`config.mk`:
```
export PLATFORM = sky130hd
export DESIGN_NAME = ip_codma_flat
export DESIGN_NICKNAME = d
export VERILOG_FILES = /design/src/rtl/ip_codma_states_pkg.sv /design/src/rtl/ip_codma_if.sv /design/src/rtl/ip_codma_main_machine.sv /design/src/rtl/ip_codma.sv /design/src/flat_wrapper.sv
export SDC_FILE = /design/constraint.sdc
export NUM_CORES = 1
export LEC_CHECK = 0
export ABC_AREA = 1
export CAP_MARGIN = 10
export CORE_MARGIN = 10
export CORE_UTILIZATION = 50
export CTS_CLUSTER_SIZE = 40
export DETAILED_ROUTE_END_ITERATION = 10
export PLACE_DENSITY = 0.83
export SLEW_MARGIN = 25
export SYNTH_ARGS = -nofsm -noshare
export SYNTH_HDL_FRONTEND = slang
export SYNTH_SLANG_ARGS = --single-unit
export TNS_END_PERCENT = 50
```
`constraint.sdc`:
```
create_clock -name clk_i -period 3.95 [get_ports clk_i]
set_input_delay 0.79 -clock clk_i [delete_from_list [all_inputs] [get_ports clk_i]]
set_output_delay 0.79 -clock clk_i [all_outputs]
set_load 0.01 [all_outputs]
```
`src/rtl/ip_codma_states_pkg.sv`:
```
// Shared types, constants and small decode helpers for the descriptor-driven copy DMA.
package ip_codma_states_pkg;

  localparam int unsigned ADDR_W = 32;
  localparam int unsigned DATA_W = 256;

  typedef enum logic [3:0] {
    StIdle,
    StFetch,
    StDecode,
    StRead,
    StWrite,
    StLink,
    StStatus,
    StError,
    StDone
  } dma_state_t;

  localparam logic [31:0] TASK_COPY8  = 32'd0;
  localparam logic [31:0] TASK_COPY32 = 32'd1;
  localparam logic [31:0] TASK_LINK32 = 32'd2;
  localparam logic [31:0] TASK_LINK8  = 32'd3;

  localparam logic [1:0]  SIZE_8B    = 2'd0;
  localparam logic [1:0]  SIZE_32B   = 2'd1;
  localparam logic [63:0] STATUS_OK  = 64'd0;
  localparam logic [63:0] STATUS_ERR = 64'd1;
  localparam logic [2:0]  MAX_DEPTH  = 3'd4;

  // Low 160 bits of the 32B descriptor fetch; w0 sits at the lowest address.
  typedef struct packed {
    logic [31:0] link;
    logic [31:0] dest;
    logic [31:0] src;
    logic [31:0] len_bytes;
    logic [31:0] task_type;
  } desc_t;

  function automatic logic task_valid(logic [31:0] task_type);
    return (task_type == TASK_COPY8) || (task_type == TASK_COPY32) ||
           (task_type == TASK_LINK32) || (task_type == TASK_LINK8);
  endfunction

  function automatic logic [31:0] chunk_bytes(logic [31:0] task_type);
    return ((task_type == TASK_COPY32) || (task_type == TASK_LINK32)) ? 32'd32 : 32'd8;
  endfunction

  function automatic logic task_linked(logic [31:0] task_type);
    return (task_type == TASK_LINK32) || (task_type == TASK_LINK8);
  endfunction

endpackage

```
`src/rtl/ip_codma_if.sv`:
```
// CPU control and memory bus interfaces of the copy DMA. On the bus the DMA is the master;
// on the CPU side the CPU is the master and the DMA the slave.
interface ip_codma_cpu_if;
  import ip_codma_states_pkg::*;

  logic              start;
  logic              stop;
  logic [ADDR_W-1:0] task_pointer;
  logic [ADDR_W-1:0] status_pointer;
  logic              busy;
  logic              irq;

  modport master (output start, stop, task_pointer, status_pointer, input busy, irq);
  modport slave  (input start, stop, task_pointer, status_pointer, output busy, irq);
endinterface

interface ip_codma_bus_if;
  import ip_codma_states_pkg::*;

  logic [ADDR_W-1:0] addr;
  logic              read_valid;
  logic              write_valid;
  logic [1:0]        size;
  logic [DATA_W-1:0] write_data;
  logic              grant;
  logic              read_data_valid;
  logic [DATA_W-1:0] read_data;
  logic              error;

  modport master (output addr, read_valid, write_valid, size, write_data,
                  input grant, read_data_valid, read_data, error);
  modport slave  (input addr, read_valid, write_valid, size, write_data,
                  output grant, read_data_valid, read_data, error);
endinterface

```
`src/rtl/ip_codma_main_machine.sv`:
```
// Control FSM of the copy DMA: next-state and output decode only; the state register and the
// datapath live in the top.
module ip_codma_main_machine
  import ip_codma_states_pkg::*;
(
  input  dma_state_t state_i,
  input  logic       pend_i,
  input  logic       start_rise_i,
  input  logic       stop_i,
  input  logic       grant_i,
  input  logic       rdata_valid_i,
  input  logic       bus_err_i,
  input  logic       type_ok_i,
  input  logic       len_zero_i,
  input  logic       len_misaligned_i,
  input  logic       last_chunk_i,
  input  logic       linked_i,
  input  logic       depth_max_i,
  output dma_state_t state_d_o,
  output logic       pend_d_o,
  output logic       read_valid_o,
  output logic       write_valid_o,
  output logic       busy_o,
  output logic       irq_o,
  output logic       accept_o,
  output logic       desc_load_o,
  output logic       buf_load_o,
  output logic       advance_o,
  output logic       link_load_o,
  output logic       err_set_o
);

  always_comb begin
    state_d_o = state_i;
    if (stop_i) begin
      state_d_o = StIdle;
    end else begin
      unique case (state_i)
        StIdle:   if (start_rise_i) state_d_o = StFetch;
        StFetch: begin
          if (!pend_i && grant_i && bus_err_i) state_d_o = StError;
          else if (pend_i && rdata_valid_i) state_d_o = bus_err_i ? StError : StDecode;
        end
        StDecode: begin
          if (!type_ok_i || len_misaligned_i) state_d_o = StError;
          else if (len_zero_i)                state_d_o = linked_i ? StLink : StStatus;
          else                                state_d_o = StRead;
        end
        StRead: begin
          if (!pend_i && grant_i && bus_err_i) state_d_o = StError;
          else if (pend_i && rdata_valid_i) state_d_o = bus_err_i ? StError : StWrite;
        end
        StWrite: begin
          if (grant_i) begin
            if (bus_err_i)         state_d_o = StError;
            else if (!last_chunk_i) state_d_o = StRead;
            else                   state_d_o = linked_i ? StLink : StStatus;
          end
        end
        StLink:   state_d_o = depth_max_i ? StError : StFetch;
        StError:  state_d_o = StStatus;
        StStatus: if (grant_i) state_d_o = StDone;
        StDone:   state_d_o = StIdle;
        default:  state_d_o = StIdle;
      endcase
    end
  end

  // A request stays up until granted; pend marks the wait for the read data beat.
  always_comb begin
    pend_d_o      = pend_i;
    read_valid_o  = 1'b0;
    write_valid_o = 1'b0;
    busy_o        = 1'b0;
    irq_o         = 1'b0;
    accept_o      = 1'b0;
    desc_load_o   = 1'b0;
    buf_load_o    = 1'b0;
    advance_o     = 1'b0;
    link_load_o   = 1'b0;
    err_set_o     = 1'b0;
    if (stop_i) begin
      pend_d_o = 1'b0;
    end else begin
      unique case (state_i)
        StIdle: begin
          pend_d_o = 1'b0;
          accept_o = start_rise_i;
        end
        StFetch, StRead: begin
          busy_o       = 1'b1;
          read_valid_o = !pend_i;
          if (!pend_i && grant_i && !bus_err_i) pend_d_o = 1'b1;
          if (pend_i && rdata_valid_i) begin
            pend_d_o = 1'b0;
            if (state_i == StFetch) desc_load_o = !bus_err_i;
            else                    buf_load_o  = !bus_err_i;
          end
        end
        StWrite: begin
          busy_o        = 1'b1;
          write_valid_o = 1'b1;
          advance_o     = grant_i && !bus_err_i;
        end
        StLink: begin
          busy_o      = 1'b1;
          link_load_o = !depth_max_i;
        end
        StError: begin
          busy_o    = 1'b1;
          err_set_o = 1'b1;
        end
        StStatus: begin
          busy_o        = 1'b1;
          write_valid_o = 1'b1;
        end
        StDecode: busy_o = 1'b1;
        StDone:   irq_o  = 1'b1;
        default:  ;
      endcase
    end
  end

endmodule

```
`src/rtl/ip_codma.sv`:
```
// Descriptor-driven copy DMA: fetches a task, copies in 8B/32B chunks, follows links and
// writes a status word before pulsing irq.
module ip_codma
  import ip_codma_states_pkg::*;
(
  input logic             clk_i,
  input logic             reset_n_i,
  ip_codma_cpu_if.slave   cpu_if,
  ip_codma_bus_if.master  bus_if
);

  dma_state_t        state_q, state_d;
  logic              start_q, pend_q, pend_d, err_q;
  logic [ADDR_W-1:0] fetch_ptr_q, status_ptr_q, src_q, dest_q, link_q;
  logic [31:0]       type_q, rem_q, chunk;
  logic [2:0]        depth_q;
  logic [DATA_W-1:0] buf_q;

  logic accept, desc_load, buf_load, advance, link_load, err_set;
  logic chunk32, len_misaligned;
  logic [ADDR_W-1:0] addr;
  logic [1:0]        size;
  logic [DATA_W-1:0] wdata;
  desc_t             desc;

  assign desc           = desc_t'(bus_if.read_data[$bits(desc_t)-1:0]);
  assign chunk          = chunk_bytes(type_q);
  assign chunk32        = (chunk == 32'd32);
  assign len_misaligned = chunk32 ? (|rem_q[4:0]) : (|rem_q[2:0]);

  ip_codma_main_machine u_main_machine (
    .state_i          (state_q),
    .pend_i           (pend_q),
    .start_rise_i     (cpu_if.start & ~start_q),
    .stop_i           (cpu_if.stop),
    .grant_i          (bus_if.grant),
    .rdata_valid_i    (bus_if.read_data_valid),
    .bus_err_i        (bus_if.error),
    .type_ok_i        (task_valid(type_q)),
    .len_zero_i       (rem_q == 32'd0),
    .len_misaligned_i (len_misaligned),
    .last_chunk_i     (rem_q == chunk),
    .linked_i         (task_linked(type_q)),
    .depth_max_i      (depth_q >= MAX_DEPTH),
    .state_d_o        (state_d),
    .pend_d_o         (pend_d),
    .read_valid_o     (bus_if.read_valid),
    .write_valid_o    (bus_if.write_valid),
    .busy_o           (cpu_if.busy),
    .irq_o            (cpu_if.irq),
    .accept_o         (accept),
    .desc_load_o      (desc_load),
    .buf_load_o       (buf_load),
    .advance_o        (advance),
    .link_load_o      (link_load),
    .err_set_o        (err_set)
  );

  always_ff @(posedge clk_i or negedge reset_n_i) begin
    if (!reset_n_i) state_q <= StIdle;
    else            state_q <= state_d;
  end

  always_ff @(posedge clk_i or negedge reset_n_i) begin
    if (!reset_n_i) begin
      start_q      <= 1'b0;
      pend_q       <= 1'b0;
      err_q        <= 1'b0;
      fetch_ptr_q  <= '0;
      status_ptr_q <= '0;
      src_q        <= '0;
      dest_q       <= '0;
      link_q       <= '0;
      type_q       <= '0;
      rem_q        <= '0;
      depth_q      <= '0;
      buf_q        <= '0;
    end else begin
      start_q <= cpu_if.start;
      pend_q  <= pend_d;
      // Pointers are captured once so CPU-side changes cannot disturb a running task.
      if (accept) begin
        fetch_ptr_q  <= cpu_if.task_pointer;
        status_ptr_q <= cpu_if.status_pointer;
        depth_q      <= '0;
        err_q        <= 1'b0;
      end
      if (link_load) fetch_ptr_q <= link_q;
      if (desc_load) begin
        type_q  <= desc.task_type;
        rem_q   <= desc.len_bytes;
        src_q   <= desc.src;
        dest_q  <= desc.dest;
        link_q  <= desc.link;
        depth_q <= depth_q + 3'd1;
      end
      if (buf_load) buf_q <= bus_if.read_data;
      if (advance) begin
        src_q  <= src_q + chunk;
        dest_q <= dest_q + chunk;
        rem_q  <= rem_q - chunk;
      end
      if (err_set) err_q <= 1'b1;
    end
  end

  always_comb begin
    addr  = '0;
    size  = SIZE_8B;
    wdata = '0;
    case (state_q)
      StFetch: begin
        addr = fetch_ptr_q;
        size = SIZE_32B;
      end
      StRead: begin
        addr = src_q;
        size = chunk32 ? SIZE_32B : SIZE_8B;
      end
      StWrite: begin
        addr  = dest_q;
        size  = chunk32 ? SIZE_32B : SIZE_8B;
        wdata = chunk32 ? buf_q : {{(DATA_W-64){1'b0}}, buf_q[63:0]};
      end
      StStatus: begin
        addr  = status_ptr_q;
        wdata = {{(DATA_W-64){1'b0}}, (err_q ? STATUS_ERR : STATUS_OK)};
      end
      default: ;
    endcase
  end

  assign bus_if.addr       = addr;
  assign bus_if.size       = size;
  assign bus_if.write_data = wdata;

endmodule

```
`src/flat_wrapper.sv`:
```
// flat-port wrapper written by rule: the top's interface ports become plain ports
module ip_codma_flat import ip_codma_states_pkg::*;
  (clk_i, reset_n_i, cpu_if_start, cpu_if_stop, cpu_if_task_pointer, cpu_if_status_pointer, cpu_if_busy, cpu_if_irq, bus_if_addr, bus_if_read_valid, bus_if_write_valid, bus_if_size, bus_if_write_data, bus_if_grant, bus_if_read_data_valid, bus_if_read_data, bus_if_error);
  ip_codma_cpu_if cpu_if_i ();
  ip_codma_bus_if bus_if_i ();
  input logic clk_i;
  input logic reset_n_i;
  input wire logic [$bits(cpu_if_i.start)-1:0] cpu_if_start;
  input wire logic [$bits(cpu_if_i.stop)-1:0] cpu_if_stop;
  input wire logic [$bits(cpu_if_i.task_pointer)-1:0] cpu_if_task_pointer;
  input wire logic [$bits(cpu_if_i.status_pointer)-1:0] cpu_if_status_pointer;
  output wire logic [$bits(cpu_if_i.busy)-1:0] cpu_if_busy;
  output wire logic [$bits(cpu_if_i.irq)-1:0] cpu_if_irq;
  output wire logic [$bits(bus_if_i.addr)-1:0] bus_if_addr;
  output wire logic [$bits(bus_if_i.read_valid)-1:0] bus_if_read_valid;
  output wire logic [$bits(bus_if_i.write_valid)-1:0] bus_if_write_valid;
  output wire logic [$bits(bus_if_i.size)-1:0] bus_if_size;
  output wire logic [$bits(bus_if_i.write_data)-1:0] bus_if_write_data;
  input wire logic [$bits(bus_if_i.grant)-1:0] bus_if_grant;
  input wire logic [$bits(bus_if_i.read_data_valid)-1:0] bus_if_read_data_valid;
  input wire logic [$bits(bus_if_i.read_data)-1:0] bus_if_read_data;
  input wire logic [$bits(bus_if_i.error)-1:0] bus_if_error;
  assign cpu_if_i.start = cpu_if_start;
  assign cpu_if_i.stop = cpu_if_stop;
  assign cpu_if_i.task_pointer = cpu_if_task_pointer;
  assign cpu_if_i.status_pointer = cpu_if_status_pointer;
  assign cpu_if_busy = cpu_if_i.busy;
  assign cpu_if_irq = cpu_if_i.irq;
  assign bus_if_addr = bus_if_i.addr;
  assign bus_if_read_valid = bus_if_i.read_valid;
  assign bus_if_write_valid = bus_if_i.write_valid;
  assign bus_if_size = bus_if_i.size;
  assign bus_if_write_data = bus_if_i.write_data;
  assign bus_if_i.grant = bus_if_grant;
  assign bus_if_i.read_data_valid = bus_if_read_data_valid;
  assign bus_if_i.read_data = bus_if_read_data;
  assign bus_if_i.error = bus_if_error;
  ip_codma u_core (.clk_i(clk_i), .reset_n_i(reset_n_i), .cpu_if(cpu_if_i), .bus_if(bus_if_i));
endmodule
```
Word level (Yosys, flattened, before mapping). Index checks and enable logic that the tools add are counted.

Input port bits: 327. Output and inout bits: 294. Word-level logic and storage cells: 135. Register bits: 490.

Reduce and logical (&&, ||, !) cells: 31. Magnitude comparators: 1. Multiplexer cells: 65. Equality and inequality tests: 19. Bitwise gates (word level): 2. Add/subtract/negate cells: 4.

Operators with widths (count): case mux 256 bit (2 select lines) (1); two-way mux 256 bit (1); two-way mux 32 bit (8); case mux 32 bit (4 select lines) (1); adder 32 bit (2); equality test 32 x 2 -> 1 bit, second input constant (2); logical NOT 32 bit (2); equality test 32 x 1 -> 1 bit, second input constant (1); equality test 32 bit (1); equality test 32 x 6 -> 1 bit, second input constant (1); two-way mux 1 bit (32); two-way mux 4 bit (8); case mux 4 bit (8 select lines) (1); subtractor 32 bit (1); two-way mux 3 bit (8); equality test 4 x 3 -> 1 bit, second input constant (4); inequality test 4 bit, second input constant (3); inequality test 3 bit, second input constant (3); equality test 4 x 2 -> 1 bit, second input constant (2); nonzero test 2 bit (4); OR reduction 7 bit (1); logical OR 1 bit (6); two-way mux 6 bit (1); OR reduction 2 bit (3); 17 further kinds (25).

Longest topological paths before layout.
Depth in word-level cells: 9. Mapped depth: 19. Mapped depth without buffers: 18.

By module. A second synthesis with hierarchy kept.

Cell total of the unflattened synthesis: 3248. Area total of the unflattened synthesis: 25363.1 sq um.

By module, submodules not included: ip_codma (cells each 3152, area each 24912.6 sq um, instances 1, seq. area each 12261.8 sq um); ip_codma_main_machine (cells each 96, area each 450.4 sq um, instances 1, seq. area each 0.0 sq um).

Least setup slack after synthesis. No wires, ideal clock.

Path kind: reg-to-reg. Start: reg u_core.type_q[3]. End: reg u_core.rem_q[31]. Period minus slack after synthesis: 2.755 ns. Path slack: 1.195 ns. Stages on the path, launching flop included: 20. Arrival: 2.690 ns. Data required time: 3.885 ns. Setup time: 0.065 ns. Path through: dfrtp_1 -> nor2_1 -> inv_1 -> nor2_1 -> nand3_1 -> nor2_2 -> inv_2 -> clkbuf_1 -> ha_1 -> inv_1 -> nor2_1 -> nor2_1 -> nand2_1 -> nor2_1 -> nand2_1 -> nor2_1 -> nand3_1 -> a21oi_1 -> o21ai_1 -> nand2_1.

Longest elaborated chain between the ends: 5.

Ends and longest elaborated chain: start, declared (line ip_codma.sv:15) `logic [31:0] type_q, rem_q, chunk;`; start signal, assigned (line ip_codma.sv:90) `type_q <= desc.task_type;`; equality test 32 x 1 -> 1 bit or equality test 32 x 2 -> 1 bit (tied branches) (line ip_codma_states_pkg.sv:45) `return ((task_type == TASK_COPY32) || (task_type == TASK_LINK32)) ? 32'd32 : 32'd8;`; logical OR 1 bit * (line ip_codma_states_pkg.sv:45); two-way mux 6 bit * (line ip_codma_states_pkg.sv:45); subtractor 32 bit * (line ip_codma.sv:101) `rem_q <= rem_q - chunk;`; two-way mux 32 bit * (line ip_codma.sv:98) `if (advance) begin`; end signal, assigned (line ip_codma.sv:91) `rem_q <= desc.len_bytes;`; end signal, assigned (line ip_codma.sv:101); end, declared (line ip_codma.sv:15).

Every way passes the cells marked *; elsewhere a longest branch is shown, timed or not. A chain may end at the register's enable or synchronous reset.

Final worst setup path.
Start: reg u_core.state_q[3]. End: out bus_if_addr[5].

Longest elaborated chain between the ends: 2.

Ends and longest elaborated chain: start, declared (line ip_codma.sv:12) `dma_state_t state_q, state_d;`; start signal, assigned (line ip_codma.sv:60) `if (!reset_n_i) state_q <= StIdle;`; start signal, assigned (line ip_codma.sv:61) `else state_q <= state_d;`; equality test 4 x 3 -> 1 bit (tied with other cells) (line ip_codma.sv:111) `case (state_q)`; case mux 32 bit (4 select lines) * (line ip_codma.sv:111); end, declared (line flat_wrapper.sv:14) `output wire logic [$bits(bus_if_i.addr)-1:0] bus_if_addr;`.

Marks and branches as above.

==> flow_metrics.py <==
metrics = {
    "sta": {
        "max-slew-margin-rel_pct": 32.02,
        "final.setup_skew_ps": 23.73,
        "setup-tns-final_ps": 0,
        "maxSlewViolCount": 0,
        "hold_viol_final": 0,
        "finalSetupViolations": 0,
        "setup_slack_ps": 127.1,
        "post-route-period-util_pct": 96.78,
        "fmax_mhz": 261.6,
        "rsz0062_at_grt": "no",
        "tightest_slew_ps": 1020,
        "fin_crit_ps": 3823,
    },
    "detailed_routing": {
        "wl_per_cell_um": 21.33,
        "drtAntennaViolNets": 0,
        "dr.first_iter.drc_count": 2200,
        "vias_per_cell": 5.421,
        "first_pass_iters": 6,
        "route.detailed.drc": 0,
        "via_count": 22720,
        "wl_mm": 89.41,
    },
    "place": {
        "dp.cells": 4088,
        "place_congestion": 0.9615,
        "io_buffer_count": 619,
        "post-place-ws_ps": 561.9,
        "hpwl_mm": 67.66,
    },
    "logic_synthesis": {
        "ys_warn_count": 0,
        "yosys.area.top_type": "dfrtp_1",
        "synth_cell_types": 46,
        "synth_ff_type": "dfrtp_1",
        "ys_ff_latch": 490,
        "syn_inst": 2983,
        "synth_edf_count": 0,
        "syn_area_um2": 24270,
        "ys_seq_area_share_pct": 50.51,
        "async_flop_share_pct": 100.0,
        "synthesis.nets": 3320,
        "synth_top_area_share_pct": 50.51,
        "syn_avg_cell_area_um2": 8.138,
        "synthTopCellsByArea": "dfrtp_1, nand2_1, inv_1, nor2_1, mux2_1",
    },
    "finish": {
        "finalNetCount": 3867,
        "drive_above_1_share_pct": 5.543,
        "synthToLayoutAreaGrowth_pct": 34.81,
        "instances_no_fill": 4191,
        "final_util_pct": 68.39,
    },
    "floorplan": {
        "start_util_pct": 50.73,
        "core_um2": 47850,
        "die_h_um": 240.3,
        "die_area_um2": 57760,
        "die_w_um": 240.3,
        "num_io_pins": 621,
        "rows": 80,
    },
    "grt": {
        "grt_overflow": 0,
        "first_global_vias": 22375,
        "grt_max_degree": 233,
        "grt_use_total_pct": 30.18,
        "antenna_found_initial": 12,
        "grt_pass1_wl_mm": 134.1,
    },
    "critical_path": {
        "cp.arrival_ps": 3030,
        "reg2reg_to": "u_core.rem_q[31]",
        "crit_path_start_kind": "flip-flop",
        "crit_path_max_fanout": 14,
        "endpoint_kind": "output port",
        "timing.rr.start": "u_core.type_q[3]",
        "rr_worst_depth": 19,
        "crit_required_ps": 3160,
        "reg2reg_slack_ps": 630,
        "startpoint": "u_core.state_q[3]",
        "critPathKind": "reg -> out",
    },
    "power_and_ir_drop": {
        "vdd.ir_drop.worst_uv": 386.9,
        "p_leak_nw": 14.56,
        "cellPowerDensity_nw_per_um2": 517.0,
        "finalPower_mw": 16.92,
    },
    "clock_network": {
        "clockRootBuffer": "clkbuf_16",
        "clockBufferDepth": 3,
        "clock_latency_ps": 600,
        "cts_tree": "yes",
        "hold_buffers": 0,
        "cts_num_sinks": 490,
        "clk_pin_slew_ps": 60,
        "cts_made_buffers": 52,
        "cts_max_level": 2,
    },
    "hold_path": {
        "hold_class": "in -> async",
    },
    "outcome": {
        "status": "finished clean",
    },
    "run": {
        "drv_cap": 0,
    },
}
timing repair:
action | 4_1_cts | 5_1_grt
gates cloned | 1 | 0
setup buffers | 1 | 1
pin swaps | 0 | 1
gates resized for setup | 4 | 5
endpoints found under the setup margin | 8 | 23
hold endpoints to repair | 0 | 0
kinds of logic (layout without fill, tap and decap cells):
| family | Yosys count | in the layout | synth area share (%) |
|---|---|---|---|
| flops | 490 | 490 | 50.51 |
| fa+ha+maj | 10 | 10 | 0.5154 |
| xor+xnor | 20 | 20 | 0.7216 |
| other cells | 1 | 5 | 0.01545 |
| simple gates | 1316 | 1316 | 21.64 |
| compound gates | 496 | 496 | 12.53 |
| buf+inv | 548 | 1137 | 9.335 |
| mux | 102 | 102 | 4.732 |
Yosys cell counts (2+ instances only):
| cell type | count |
|---|---|
| mux2_1 | 82 |
| a31oi_1 | 2 |
| nand2_1 | 799 |
| a21oi_1 | 37 |
| a221o_1 | 28 |
| o21ai_0 | 142 |
| nor2_2 | 9 |
| inv_2 | 10 |
| nand4_1 | 9 |
| or2_2 | 3 |
| nor3_2 | 6 |
| o221ai_1 | 48 |
| nor2_1 | 357 |
| mux2_2 | 20 |
| buf_1 | 12 |
| o211ai_1 | 45 |
| inv_1 | 367 |
| o21ai_1 | 130 |
| nor3_1 | 25 |
| buf_2 | 68 |
| clkinv_1 | 2 |
| buf_6 | 9 |
| a31o_1 | 3 |
| buf_4 | 15 |
| ha_1 | 10 |
| nor2_4 | 4 |
| o22ai_1 | 44 |
| dfrtp_1 | 490 |
| nor4_1 | 4 |
| o2111ai_1 | 5 |
| clkbuf_1 | 65 |
| xor2_1 | 18 |
| o21bai_1 | 7 |
| nand2_2 | 7 |
| nand3_1 | 88 |
| nand3b_1 | 2 |
| xnor2_1 | 2 |
through the flow:
stage,hold slack [ps],instance area [um2]
2_1_floorplan,442.2,24270
3_3_place_gp,454.0,30900
3_5_place_dp,462.6,30900
4_1_cts,239.0,32680
5_1_grt,291.8,32720
6_report,234.8,32720
critical path, stage by stage (launching register included):
cell             delay, ps
dfrtp_1                420
nor2_1                 160
nand2_1                170
nor2_4                 280
clkinvlp_4             340
o22ai_1                210
a221o_1                270
clkdlybuf4s50_1        590
worst max path at each step:
stage / slack [ps] / to
6_report: 130 / bus_if_addr[5]
5_1_grt: 20 / bus_if_write_data[241]
4_1_cts: 90 / bus_if_write_data[159]
3_5_place_dp: 560 / u_core.rem_q[31]
3_3_place_gp: 610 / cpu_if_busy
2_1_floorplan: 1200 / u_core.rem_q[31]
routing by layer:
layer  global-route usage (%)  part of all wire, %  routed length, um
met1                    36.33                   38              34360
met2                    50.27                   48              43030
met3                    8.141                  9.3               8347
met4                    12.69                  4.0               3574
met5                        0                 0.11                 96
power breakdown:
| part | internal (mW) | switching, mW | total (mW) | leakage, nW |
|---|---|---|---|---|
| sequential | 6.11 | 0.809 | 6.92 | 6.47 |
| combinational | 1.98 | 3.03 | 5.01 | 7.22 |
| clock | 2.92 | 2.07 | 4.99 | 0.867 |
registers in the layout (all words and copies together) (netlist names), 3 cells and up:
register             cells
u_core.state_q           4
u_core.status_ptr_q     32
u_core.depth_q           3
u_core.rem_q            32
u_core.link_q           32
u_core.type_q           32
u_core.src_q            32
u_core.buf_q           256
u_core.fetch_ptr_q      32
u_core.dest_q           32
cell usage in the layout (no fill, tap or decap), types with 7 or more instances in the layout:
cell type	instances
a21oi_1	37
a221o_1	28
buf_12	11
buf_4	31
clkbuf_1	13
clkbuf_16	54
clkbuf_8	19
clkdlybuf4s50_1	617
dfrtp_1	490
ha_1	10
inv_1	365
inv_2	8
mux2_1	82
mux2_2	20
nand2_1	797
nand2_2	7
nand3_1	87
nand4_1	9
nor2_1	354
nor2_2	10
nor3_1	25
o211ai_1	45
o21ai_0	142
o21ai_1	130
o21bai_1	7
o221ai_1	48
o22ai_1	44
xor2_1	18
area by class of cell:
type | instances | area, um2
diodes | 4 | 10.01
repair inverters | 1 | 7.507
repair buffers | 661 | 6671
well taps | 615 | 769.5
clock inverters | 10 | 92.59
clock buffers | 86 | 1662
flip-flops and latches | 490 | 12260
fillers | 3788 | 15120
inverters | 379 | 1444
multi-input cells | 1945 | 9806
No activity file was read; power rests on OpenSTA's default activity.
